[config.mk]
export PLATFORM = sky130hd
export DESIGN_NAME = fifo_rd_port
export DESIGN_NICKNAME = d
export VERILOG_FILES = /design/src/rtl/fifo_pkg.sv /design/src/rtl/fifo_rd_outreg.sv /design/src/rtl/fifo_rd_port.sv
export SDC_FILE = /design/constraint.sdc
export NUM_CORES = 1
export LEC_CHECK = 0
export CORE_MARGIN = 5
export CORE_UTILIZATION = 45
export CTS_CLUSTER_SIZE = 16
export DETAILED_ROUTE_END_ITERATION = 8
export PLACE_DENSITY = 0.83
export SLEW_MARGIN = 10
export SYNTH_ARGS = -nofsm -noshare
export SYNTH_HDL_FRONTEND = slang
export SYNTH_SLANG_ARGS = --single-unit
export TNS_END_PERCENT = 10
[constraint.sdc]
create_clock -name rclk -period 7.8 [get_ports rclk]
set_input_delay 2.34 -clock rclk [delete_from_list [all_inputs] [get_ports rclk]]
set_output_delay 2.34 -clock rclk [all_outputs]
set_load 0.1 [all_outputs]
[src/rtl/fifo_pkg.sv]
// rtl/fifo_pkg.sv - shared constants and pointer-code helpers for the asynchronous FIFO
//
// Purpose : default FIFO geometry and the binary/Gray conversions used by both
//           the read-side and write-side pointer blocks.
// Contents: FIFO_ASIZE, FIFO_DSIZE  default address / data widths
//           PTR_MAXW, ptr_t         widest pointer the helpers accept
//           bin2gray(bin, width)    Gray code of the low `width` bits of bin
//           gray2bin(gray, width)   binary value of the low `width` bits of gray
// Callers size-cast the arguments and result to their own pointer width.
package fifo_pkg;

  localparam int FIFO_ASIZE = 5;
  localparam int FIFO_DSIZE = 8;

  localparam int PTR_MAXW = 32;
  typedef logic [PTR_MAXW-1:0] ptr_t;

  // Ones in bit positions [width-1:0], zeros above.
  function automatic ptr_t width_mask(input int width);
    ptr_t m;
    for (int i = 0; i < PTR_MAXW; i++) begin
      m[i] = (i < width);
    end
    return m;
  endfunction

  function automatic ptr_t bin2gray(input ptr_t bin, input int width);
    ptr_t b;
    b = bin & width_mask(width);
    return b ^ (b >> 1);
  endfunction

  // Prefix XOR from the MSB down; bits above `width` are cleared first so
  // they contribute nothing to the running parity.
  function automatic ptr_t gray2bin(input ptr_t gray, input int width);
    ptr_t g;
    ptr_t b;
    g = gray & width_mask(width);
    b[PTR_MAXW-1] = g[PTR_MAXW-1];
    for (int i = PTR_MAXW - 2; i >= 0; i--) begin
      b[i] = b[i+1] ^ g[i];
    end
    return b;
  endfunction

endpackage

[src/rtl/fifo_rd_outreg.sv]
// rtl/fifo_rd_outreg.sv - registered valid/ready output stage of the FIFO read port
//
// Purpose: decides when a word leaves the FIFO memory and holds it in a
//          registered output stage until the consumer accepts it.
// Ports  : i_clk       read-domain clock
//          i_rst       synchronous active-high reset
//          i_rempty    memory holds no unread word
//          i_rdata     memory word at the current read address
//          i_rd_ready  consumer accepts o_rd_data this cycle
//          o_pop       a word is taken from memory on this edge
//          o_rd_valid  o_rd_data holds a valid word
//          o_rd_data   registered output word
module fifo_rd_outreg
  import fifo_pkg::*;
#(
  parameter int DSIZE = FIFO_DSIZE
) (
  input  logic             i_clk,
  input  logic             i_rst,
  input  logic             i_rempty,
  input  logic [DSIZE-1:0] i_rdata,
  input  logic             i_rd_ready,
  output logic             o_pop,
  output logic             o_rd_valid,
  output logic [DSIZE-1:0] o_rd_data
);

  logic             r_valid;
  logic [DSIZE-1:0] r_data;
  logic             w_pop;

  // Load whenever the stage is empty or is being emptied this cycle, which
  // gives one word per clock under continuous ready.
  assign w_pop = !i_rempty && (!r_valid || i_rd_ready);

  always_ff @(posedge i_clk) begin
    if (i_rst) begin
      r_valid <= 1'b0;
      r_data  <= '0;
    end else if (w_pop) begin
      r_valid <= 1'b1;
      r_data  <= i_rdata;
    end else if (r_valid && i_rd_ready) begin
      r_valid <= 1'b0;
    end
  end

  assign o_pop      = w_pop;
  assign o_rd_valid = r_valid;
  assign o_rd_data  = r_data;

endmodule

[src/rtl/fifo_rd_port.sv]
// rtl/fifo_rd_port.sv - read-domain pointer, empty flag and FWFT output of the async FIFO
//
// Purpose : owns the binary and Gray read pointers, addresses the FIFO memory,
//           derives the empty flag from the synchronized write pointer and
//           presents words through a first-word-fall-through output stage.
// Optional: FIFO_RD_OCCUPANCY_EN adds the registered rcount output.
// Ports   : rclk      read-domain clock
//           rrst      synchronous active-high reset
//           rq2_wptr  write Gray pointer, already synchronized into rclk
//           rdata     memory read data, combinational from raddr
//           raddr     memory read address
//           rptr      registered read Gray pointer for the write domain
//           rempty    memory holds no unread word
//           rd_valid  rd_data holds a valid word
//           rd_ready  consumer accepts rd_data this cycle
//           rd_data   registered output word
//           rcount    unread words in memory, output word excluded (optional)
module fifo_rd_port
  import fifo_pkg::*;
#(
  parameter int ASIZE = FIFO_ASIZE,
  parameter int DSIZE = FIFO_DSIZE
) (
  input  logic             rclk,
  input  logic             rrst,
  input  logic [ASIZE:0]   rq2_wptr,
  input  logic [DSIZE-1:0] rdata,
  output logic [ASIZE-1:0] raddr,
  output logic [ASIZE:0]   rptr,
  output logic             rempty,
  output logic             rd_valid,
  input  logic             rd_ready,
  output logic [DSIZE-1:0] rd_data
`ifdef FIFO_RD_OCCUPANCY_EN
  ,
  output logic [ASIZE:0]   rcount
`endif
);

  logic [ASIZE:0] r_rbin;
  logic [ASIZE:0] r_rptr;
  logic           r_rempty;

  logic           w_pop;
  logic [ASIZE:0] w_rbinnext;
  logic [ASIZE:0] w_rgraynext;

  fifo_rd_outreg #(
    .DSIZE (DSIZE)
  ) u_outreg (
    .i_clk      (rclk),
    .i_rst      (rrst),
    .i_rempty   (r_rempty),
    .i_rdata    (rdata),
    .i_rd_ready (rd_ready),
    .o_pop      (w_pop),
    .o_rd_valid (rd_valid),
    .o_rd_data  (rd_data)
  );

  // The extra MSB distinguishes full from empty on the write side; the add
  // wraps naturally modulo 2**(ASIZE+1).
  assign w_rbinnext  = r_rbin + {{ASIZE{1'b0}}, w_pop};
  assign w_rgraynext = (ASIZE+1)'(bin2gray(PTR_MAXW'(w_rbinnext), ASIZE + 1));

  // Empty is computed from the post-pop pointer, so the flag rises on the
  // same edge that moves the last word into the output stage. A stale
  // rq2_wptr lags the true write pointer and can only report empty early.
  always_ff @(posedge rclk) begin
    if (rrst) begin
      r_rbin   <= '0;
      r_rptr   <= '0;
      r_rempty <= 1'b1;
    end else begin
      r_rbin   <= w_rbinnext;
      r_rptr   <= w_rgraynext;
      r_rempty <= (w_rgraynext == rq2_wptr);
    end
  end

  assign raddr  = r_rbin[ASIZE-1:0];
  assign rptr   = r_rptr;
  assign rempty = r_rempty;

`ifdef FIFO_RD_OCCUPANCY_EN
  logic [ASIZE:0] w_wbin;
  logic [ASIZE:0] r_rcount;

  assign w_wbin = (ASIZE+1)'(gray2bin(PTR_MAXW'(rq2_wptr), ASIZE + 1));

  // Measured against the post-pop pointer so that a word moving into the
  // output stage is no longer counted, and rcount == 0 exactly when rempty.
  always_ff @(posedge rclk) begin
    if (rrst) begin
      r_rcount <= '0;
    end else begin
      r_rcount <= w_wbin - w_rbinnext;
    end
  end

  assign rcount = r_rcount;
`endif

endmodule

==> out/metrics.cfg, run 1 <==
[placement]
post-dp-hpwl_um = 1640
place.gp.congestion = 0.786
place_inst = 152
io_buffer_count = 37
dpl-instance-area_sq_mm = 0.00132

[floorplanning]
dieArea_sq_mm = 0.00308
ios = 38
core_sq_mm = 0.00196
die_y_um = 55.5
dieWidth_um = 55.5
start_util = 0.474
rows = 16

[grt]
track_usage = 0.149
grt_pass1_wl_um = 3640
overflow = 0
grt_max_degree = 22
grt_pass1_vias = 756
antenna_found_initial = 0

[final_layout]
drive_gt1_frac = 0.0620
nets = 149
stdcell_area_sq_mm = 0.00135
antennaDiodeCount = 0
fin_cells = 156
final_common_cell = clkdlybuf4s50_1
syn_to_final_growth_pct = 45.0
fillers = 176
final_cell_mix = 37 x clkdlybuf4s50_1, 21 x dfxtp_1, 18 x nor2_1

[sta]
grt_setup_unrepaired = false
fin_crit_sh = 0.589
slew_viol_final = 0
fin_skew_ns = 0.00389
slew_headroom = 0.338
hold_viol = 0
final.setup.tns_ns = 0
setup_viol = 0
worst_pin_slew_ns = 0.990
max_freq_ghz = 0.218
fin_crit_ns = 4.60

[critical_path]
critical_path.endpoint = rempty
critical_path_arrival_ns = 4.85
setup.worst_path.start = rd_ready
startpoint_type = primary input
r2r-start = u_outreg.o_rd_valid
end_kind = flop
required_ns = 8.05
r2r_slack_ns = 5.40
path_class = in2reg
ff2ff_path_depth = 10
path_max_fanout = 9
r2r-end = rempty

[synth]
syn_nets = 110
ys.flop_type = dfxtp_1
yosysTopAreaCellShare = 0.452
synth.distinct_cells = 23
netlist_instances = 91
syn_area_sq_um = 931
synth_edf_count = 0
synth-seq-cells = 21
avgSynthCellArea_sq_um = 10.2
synth_area_leaders = dfxtp_1 45%, mux2i_1 9.7%, xnor2_1 7.5%
yosys_warnings = 0
yosysTopAreaCell = dfxtp_1
ys_seq_area_frac = 0.452
async_reset_ff_frac = 0

[cts]
post-cts-setup-buffer-count = 0
cts_root_buf = clkbuf_4
cts.sinks = 21
cts_buffer_depth = 2
clkLatencyLatePin_ns = 0.30
cts_max_level = 1
ctsHoldBuffers = 0
cts_made_buffers = 3
clkSlewWorstSetupHoldPaths_ns = 0.12
cts_tree = yes
post_cts_resized = 0

[hold_path]
min_path_type = reg2reg

[route]
viasPerCell = 4.85
drtIter0Drc = 19
wl_um = 2060
drtAntennaViolNets = 0
dr.pass1.iters = 4
routedWlPerCell_um = 13.2
route.detailed.drc = 0
vias = 756

[pwr]
ir_drop_uv = 125
powerDensity_mw_per_mm2 = 190
power.leakage_nw = 0.554

[job]
cap_violations = 0

[run_status]
status = finished clean

-- per-stage QoR --
| stage | power, mW | setup slack [ns] | hold WS [ns] | utilization |
|---|---|---|---|---|
| 2_1_floorplan | 0.183 | 3.36 | 0.903 | - |
| 3_3_place_gp | 0.207 | 2.99 | 0.454 | 0.674 |
| 3_5_place_dp | 0.208 | 2.89 | 0.455 | 0.674 |
| 4_1_cts | 0.260 | 3.20 | 0.473 | 0.688 |
| 5_1_grt | 0.269 | 3.02 | 0.494 | 0.688 |
| 6_report | 0.257 | 3.20 | 0.466 | 0.688 |
-- routing by layer --
metal	vias up	global-route usage	wire (um)
met3	4	0.0256	98
met4	0	0.0833	36
met1	348	0.168	861
met2	30	0.262	1060
li1	374	-	-
met5	-	0	0
-- registers in the layout, summed over array words and instances, names as in the netlist --
signal	count
r_rbin	6
rempty	1
rptr	5
u_outreg.o_rd_data	8
u_outreg.o_rd_valid	1
-- how the worst min path moves through the flow --
stage                 from                  end  slack, ns  depth (start not counted)
detailed placement  rempty  u_outreg.o_rd_valid       0.46                          1
global placement    rempty  u_outreg.o_rd_valid       0.45                          1
finish              rempty  u_outreg.o_rd_valid       0.47                          1
floorplan           rempty  u_outreg.o_rd_valid       0.90                          1
global route        rempty  u_outreg.o_rd_valid       0.49                          1
CTS                 rempty  u_outreg.o_rd_valid       0.47                          1
-- cell families after synthesis --
kind of cell,synth area share
xor gates and xnor gates,0.188
AOI/OAI and AO/OA,0.0551
buffers and inverters,0.0296
adders and majority gates,0.0269
DFF,0.452
muxes,0.0968
and+or+nand+nor,0.152
-- worst max-delay path, stage by stage --
cell	delay (ns)
clkdlybuf4s50_1	0.46
nand2b_1	0.12
nor2b_1	0.13
buf_4	0.20
ha_1	0.23
ha_1	0.34
xor2_2	0.23
xor2_1	0.11
or3_1	0.35
a21oi_1	0.16
a41o_1	0.17
-- report_power, final --
part           internal [mW]  switching (mW)
Sequential             0.113         0.00327
Clock                 0.0191          0.0328
Combinational         0.0278          0.0606
Total                  0.160          0.0966
-- synthesized netlist by cell type, types with 2 or more instances --
library cell / instances
xnor2_1: 8
clkbuf_1: 2
nand2_1: 2
a21oi_1: 2
ha_1: 2
mux2i_1: 9
nor2b_1: 4
inv_1: 2
nand3_1: 4
xor2_1: 5
dfxtp_1: 21
nor2_1: 18
xnor3_1: 2
-- layout make-up --
cell class | instances | area [sq um] | area share
inverters | 2 | 7.51 | 0.00556
flip-flops and latches | 21 | 420 | 0.311
well taps | 27 | 33.8 | 0.0250
repair buffers | 38 | 378 | 0.280
multi-input cells | 64 | 483 | 0.358
clock buffers | 3 | 22.5 | 0.0167
clock inverters | 1 | 5.00 | 0.00371
No activity file was read; power rests on OpenSTA's default activity.
==> run 2, diff against run 1 <==
--- a/config.mk
+++ b/config.mk
@@ -5,11 +5,12 @@
 export SDC_FILE = /design/constraint.sdc
 export NUM_CORES = 1
 export LEC_CHECK = 0
+export CORE_ASPECT_RATIO = 1.75
 export CORE_MARGIN = 5
-export CORE_UTILIZATION = 45
+export CORE_UTILIZATION = 41
 export CTS_CLUSTER_SIZE = 16
 export DETAILED_ROUTE_END_ITERATION = 8
-export PLACE_DENSITY = 0.83
+export PLACE_DENSITY = 0.77
 export SLEW_MARGIN = 10
 export SYNTH_ARGS = -nofsm -noshare
 export SYNTH_HDL_FRONTEND = slang
==> constraint.sdc (replaced) <==
create_clock -name rclk -period 4.7 [get_ports rclk]
set_input_delay 1.41 -clock rclk [delete_from_list [all_inputs] [get_ports rclk]]
set_output_delay 1.41 -clock rclk [all_outputs]
set_load 0.1 [all_outputs]
==> run 2 against run 1 <==
Wire length fell by 5.5%. Worst setup slack got worse by 2.1 ns. Design area rose by 1.2%. Count of clock-buffer cells in the layout did not move. Final cell count fell by 1.3%. Critical path depth fell by 1. Sequential share of layout area fell by 0.37 points.
==> out/metrics.cfg, run 2 (synthesized netlist as in run 1, its figures left out) <==
[run_status]
status = finished clean  ; unchanged

[critical_path]
cp_cell_sequence = clkdlybuf4s50_1 > nand2b_1 > nor2b_1 > ha_1 > ha_1 > xor2_2 > xor2_1 > or3_1 > a21oi_1 > a41o_1  ; was clkdlybuf4s50_1 > nand2b_1 > nor2b_1 > buf_4 > ha_1 > ha_1 > xor2_2 > xor2_1 > or3_1 > a21oi_1 > a41o_1
r2r-end = rempty  ; unchanged
path_delay_family = simple AND/OR/NAND/NOR gates  ; was buffers and inverters
critPathMaxStageDelay_ns = 0.44  ; was 0.46 ns
path_max_fanout = 6  ; was 9
critical_path.endpoint = rempty  ; unchanged
startpoint_type = primary input  ; unchanged
end_kind = flop  ; unchanged
critical_path_arrival_ns = 3.82  ; was 4.85 ns
setup.worst_path.start = rd_ready  ; unchanged
ff2ff_path_depth = 9  ; was 10
path_class = in2reg  ; unchanged
r2r-start = u_outreg.o_rd_valid  ; unchanged
required_ns = 4.90  ; was 8.05 ns
crit_buf_inv = 1  ; was 2
cp_common_cell = ha_1  ; unchanged
crit_slowest_cell = clkdlybuf4s50_1  ; unchanged
r2r_slack_ns = 2.39  ; was 5.40 ns
cp_num_cells = 10  ; was 11

[cts]
clkSlewWorstSetupHoldPaths_ns = 0.07  ; was 0.12 ns
cts_tree = yes  ; unchanged
post_cts_resized = 0  ; unchanged
post-cts-setup-buffer-count = 0  ; unchanged
cts_made_buffers = 3  ; unchanged
cts_buffer_depth = 2  ; unchanged
cts_root_buf = clkbuf_8  ; was clkbuf_4
cts_max_level = 1  ; unchanged
clkLatencyLatePin_ns = 0.25  ; was 0.30 ns
ctsHoldBuffers = 0  ; unchanged
cts.sinks = 21  ; unchanged

[final_layout]
fin_util = 0.609  ; was 0.688
syn_to_final_growth_pct = 46.8  ; was 45.0%
largest_reg_flops = 8  ; unchanged
drive_gt1_frac = 0.0620  ; unchanged
fillers = 192  ; was 176
antennaDiodeCount = 0  ; unchanged
final_cell_mix = 37 x clkdlybuf4s50_1, 21 x dfxtp_1, 18 x nor2_1  ; unchanged
stdcell_area_sq_mm = 0.00137  ; was 0.00135 sq mm
nets = 149  ; unchanged
final_common_cell = clkdlybuf4s50_1  ; unchanged

[route]
route.detailed.drc = 0  ; unchanged
wl_met2_um = 992  ; was 1060 um
routed.top_layer = met4  ; unchanged
drtAntennaViolNets = 0  ; unchanged
dr.pass1.iters = 4  ; unchanged
wl_met1_um = 757  ; was 861 um
routed-wl-met3_um = 131  ; was 98 um
wl_um = 1950  ; was 2060 um
vias = 743  ; was 756
drtIter0Drc = 4  ; was 19
viasPerCell = 4.82  ; was 4.85
routedWlPerCell_um = 12.6  ; was 13.2 um

[floorplanning]
rows = 23  ; was 16
core_sq_mm = 0.00224  ; was 0.00196 sq mm
dieArea_sq_mm = 0.00336  ; was 0.00308 sq mm
ios = 38  ; unchanged
dieWidth_um = 46.0  ; was 55.5 um
die_y_um = 73.0  ; was 55.5 um
start_util = 0.415  ; was 0.474

[hold_path]
hold_depth = 1  ; unchanged
min_path_type = reg2reg  ; unchanged

[sta]
max_freq_ghz = 0.276
slew_headroom = 0.343  ; was 0.338
fin_crit_ns = 3.62
fin_ws_ns = 1.08  ; was 3.20 ns
worst_pin_slew_ns = 0.982  ; was 0.990 ns
slew_viol_final = 0  ; unchanged
fin_crit_sh = 0.771
grt_setup_unrepaired = false  ; unchanged
setup_viol = 0  ; unchanged
hold_viol = 0  ; unchanged
fin_skew_ns = 0.00104  ; was 0.00389 ns
final.setup.tns_ns = 0  ; unchanged

[pwr]
total_power_mw = 0.453  ; was 0.257 mW
powerDensity_mw_per_mm2 = 332  ; was 190 mW/mm^2
power.leakage_nw = 0.562  ; was 0.554 nW
ir_drop_uv = 236  ; was 125 uV

[grt]
grt_pass1_vias = 720  ; was 756
track_usage = 0.127  ; was 0.149
antenna_found_initial = 0  ; unchanged
overflow = 0  ; unchanged
grt_max_degree = 22  ; unchanged
grt_pass1_wl_um = 3110  ; was 3640 um

[placement]
dpl-instance-area_sq_mm = 0.00132  ; about the same
io_buffer_count = 37  ; unchanged
place.gp.congestion = 0.672  ; was 0.786
post-dp-hpwl_um = 1520  ; was 1640 um
pre_cts_slack_ns = 0.848  ; was 2.89 ns

[job]
cap_violations = 0  ; unchanged

run 2: worst min path at each step:
stage / slack [ns] / endpoint / start
after global placement: 0.45 / u_outreg.o_rd_valid / rempty
after detailed placement: 0.46 / u_outreg.o_rd_valid / rempty
after floorplan: 0.90 / u_outreg.o_rd_valid / rempty
after global routing: 0.49 / u_outreg.o_rd_valid / rempty
final: 0.47 / u_outreg.o_rd_valid / rempty
after CTS: 0.46 / u_outreg.o_rd_valid / rempty
run 2: per-layer routing:
layer / track usage / up-vias
li1: - / 377
met1: 0.143 / 339
met2: 0.210 / 23
met3: 0.0173 / 4
met4: 0.0854 / 0
met5: 0 / -
run 2: where the power goes:
group	internal [mW]	leakage [nW]	switching (mW)
clock network	0.0589	0.0255	0.0549
registers	0.188	0.172	0.00550
logic	0.0462	0.364	0.0996
total	0.293	0.562	0.160
run 2: metrics by stage:
step | hold slack (ns) | instances
floorplan | 0.903 | 91
global placement | 0.450 | 150
detailed placement | 0.458 | 150
CTS | 0.464 | 154
global route | 0.488 | 154
finish | 0.467 | 154
run 2: worst reg2reg max path, delay by kind of cell (launching register included):
| kind | cells | cell delay [ns] |
|---|---|---|
| XOR/XNOR | 2 | 0.34 |
| AND/OR/NAND/NOR | 3 | 0.65 |
| AO/OA/AOI/OAI | 2 | 0.34 |
| adder cells (fa/ha/maj) | 2 | 0.60 |
| flip-flops | 1 | 0.31 |
run 2: layout make-up:
type | instances | area (sq um) | share of cell area
multi-input cells | 64 | 483 | 0.353
flip-flops and latches | 21 | 420 | 0.308
repair buffers | 38 | 378 | 0.277
clock buffers | 3 | 41.3 | 0.0302
well taps | 25 | 31.3 | 0.0229
inverters | 2 | 7.51 | 0.00549
clock inverters | 1 | 5.00 | 0.00366
==> run 3, diff against run 2 <==
--- a/config.mk
+++ b/config.mk
@@ -7,10 +7,10 @@
 export LEC_CHECK = 0
 export CORE_ASPECT_RATIO = 1.75
 export CORE_MARGIN = 5
-export CORE_UTILIZATION = 41
+export CORE_UTILIZATION = 37
 export CTS_CLUSTER_SIZE = 16
 export DETAILED_ROUTE_END_ITERATION = 8
-export PLACE_DENSITY = 0.77
+export PLACE_DENSITY = 0.73
 export SLEW_MARGIN = 10
 export SYNTH_ARGS = -nofsm -noshare
 export SYNTH_HDL_FRONTEND = slang
==> constraint.sdc (replaced) <==
create_clock -name rclk -period 2.95 [get_ports rclk]
set_input_delay 0.885 -clock rclk [delete_from_list [all_inputs] [get_ports rclk]]
set_output_delay 0.885 -clock rclk [all_outputs]
set_load 0.1 [all_outputs]
==> run 3 against run 2 <==
Design area is 3.0% higher. Worst setup slack worse by 0.93 ns. Register-to-register slack worse by 1.5 ns. Sequential share of layout area is 0.81 points lower. Core utilization is 3.7 points lower. Global-route usage is 0.20 points lower. Sequential power is 60% higher. Clock skew is 0.00064 ns higher. Non-clock buffer count is 10 higher. Die area is 8.9% higher. Final cell count is 7.1% higher. Total power is 60% higher.
==> out/metrics.cfg, run 3 (synthesized netlist as in run 1, its figures left out) <==
[sta]
slew_viol_final = 0  ; unchanged
fin_ws_ns = 0.146  ; was 1.08 ns
setup_viol = 0  ; unchanged
hold_viol = 0  ; unchanged
grt_setup_unrepaired = false  ; unchanged
worst_pin_slew_ns = 0.498  ; was 0.982 ns
slew_headroom = 0.667  ; was 0.343
fin_crit_ns = 2.80
fin_skew_ns = 0.00168  ; was 0.00104 ns
max_freq_ghz = 0.357
fin_crit_sh = 0.950

[pwr]
ir_drop_uv = 211  ; was 236 uV
powerDensity_mw_per_mm2 = 517  ; was 332 mW/mm^2
power.leakage_nw = 0.642  ; was 0.562 nW

[grt]
grt_max_degree = 16  ; was 22
track_usage = 0.125  ; was 0.127
antenna_found_initial = 0  ; unchanged
grt_pass1_wl_um = 3420  ; was 3110 um
grt_pass1_vias = 819  ; was 720
overflow = 0  ; unchanged

[floorplanning]
dieWidth_um = 47.9  ; was 46.0 um
die_y_um = 76.4  ; was 73.0 um
ios = 38  ; unchanged
rows = 24  ; was 23
core_sq_mm = 0.00246  ; was 0.00224 sq mm
start_util = 0.378  ; was 0.415
dieArea_sq_mm = 0.00366  ; was 0.00336 sq mm

[critical_path]
path_max_fanout = 5  ; was 6
startpoint_type = primary input  ; unchanged
end_kind = flop  ; unchanged
required_ns = 3.10  ; was 4.90 ns
path_class = in2reg  ; unchanged
critical_path_arrival_ns = 2.96  ; was 3.82 ns

[route]
vias = 782  ; was 743
drtAntennaViolNets = 0  ; unchanged
dr.pass1.iters = 3  ; was 4
routedWlPerCell_um = 12.6  ; about the same
drtIter0Drc = 7  ; was 4
viasPerCell = 4.74  ; was 4.82
wl_um = 2080  ; was 1950 um
route.detailed.drc = 0  ; unchanged

[final_layout]
final_cell_mix = 32 x buf_4, 20 x dfxtp_1, 18 x nor2_1  ; was 37 x clkdlybuf4s50_1, 21 x dfxtp_1, 18 x nor2_1
seqCellArea_sq_um = 422  ; was 420 sq um
antennaDiodeCount = 0  ; unchanged
final_common_cell = buf_4  ; was clkdlybuf4s50_1
multiInputGateArea_sq_um = 500  ; was 483 sq um
syn_to_final_growth_pct = 51.2  ; was 46.8%
drive_gt1_frac = 0.302  ; was 0.0620
fin_util = 0.572  ; was 0.609
fillers = 220  ; was 192
fin_cells = 165  ; was 154
nets = 159  ; was 149
largest_reg_flops = 8  ; unchanged

[placement]
io_buffer_count = 37  ; unchanged
place_inst = 161  ; was 150
pre_cts_slack_ns = -0.231  ; was 0.848 ns
post-dp-hpwl_um = 1680  ; was 1520 um
place.gp.congestion = 0.757  ; was 0.672

[cts]
cts.sinks = 21  ; unchanged
post-cts-setup-buffer-count = 0  ; unchanged
clkLatencyLatePin_ns = 0.26  ; was 0.25 ns
cts_root_buf = clkbuf_8  ; unchanged
cts_max_level = 1  ; unchanged
cts_tree = yes  ; unchanged
cts_made_buffers = 3  ; unchanged
clkSlewWorstSetupHoldPaths_ns = 0.07  ; about the same
ctsHoldBuffers = 0  ; unchanged
cts_buffer_depth = 2  ; unchanged

[hold_path]
min_path_type = reg2reg  ; unchanged

[run_status]
status = finished clean  ; unchanged

[job]
cap_violations = 0  ; unchanged

## run 3: cell count changes in the layout (fill, tap and decap cells not counted), sizes merged
cell / previous run / this run
clkbuf: 3 / 4
buf: 1 / 32
clkinv: 1 / 0
clkdlybuf4s50: 37 / 16
## run 3: routing by layer
layer	global-route usage	up-vias	share of wire
met2	0.195	28	0.52
li1	-	396	-
met5	0	-	0
met1	0.144	349	0.38
met4	0.0970	0	0.047
met3	0.00946	9	0.052
## run 3: path summary, 6_finish.rpt
kind / cells after the start / startpoint / end / slack [ns]
max reg2reg: 10 / u_outreg.o_rd_valid / rempty / 0.93
min reg2reg: 1 / rempty / u_outreg.o_rd_valid / 0.48
max: 11 / rd_ready / rempty / 0.15
min: 1 / rempty / u_outreg.o_rd_valid / 0.48
## run 3: what timing repair did
| item | CTS | global route |
|---|---|---|
| gates resized for setup | 0 | 3 |
| hold endpoints to repair | 0 | 0 |
| setup endpoints to repair | 0 | 1 |
## run 3: per-stage QoR
| stage | cell area [sq um] | power [mW] | hold WS, ns | setup TNS (ns) |
|---|---|---|---|---|
| 6_report | 1410 | 0.727 | 0.479 | 0 |
| 5_1_grt | 1410 | 0.758 | 0.515 | 0 |
| 4_1_cts | 1390 | 0.734 | 0.462 | 0 |
| 3_5_place_dp | 1350 | 0.551 | 0.451 | -0.320 |
| 3_3_place_gp | 1350 | 0.548 | 0.446 | -0.157 |
| 2_1_floorplan | 935 | 0.485 | 0.723 | 0 |
## run 3: critical path, cell delays in order
cell and delay [ns]:
clkdlybuf4s50_1 0.39, nand2b_1 0.15, nor2b_2 0.16, ha_2 0.19
ha_4 0.19, buf_4 0.14, nand2_1 0.05, mux2i_1 0.06
a32oi_1 0.28, xnor3_1 0.28, a41o_1 0.18
## run 3: area by class of cell
class / instances / area share
Multi-Input combinational cell: 64 / 0.356
Sequential cell: 21 / 0.300
Timing Repair Buffer: 48 / 0.284
Clock buffer: 4 / 0.0320
Tap cell: 26 / 0.0231
Inverter: 2 / 0.00533
## run 3: report_power, final
part | total, mW | internal [mW] | switching [mW]
Clock | 0.181 | 0.0961 | 0.0852
Sequential | 0.310 | 0.300 | 0.00983
Combinational | 0.236 | 0.0750 | 0.161
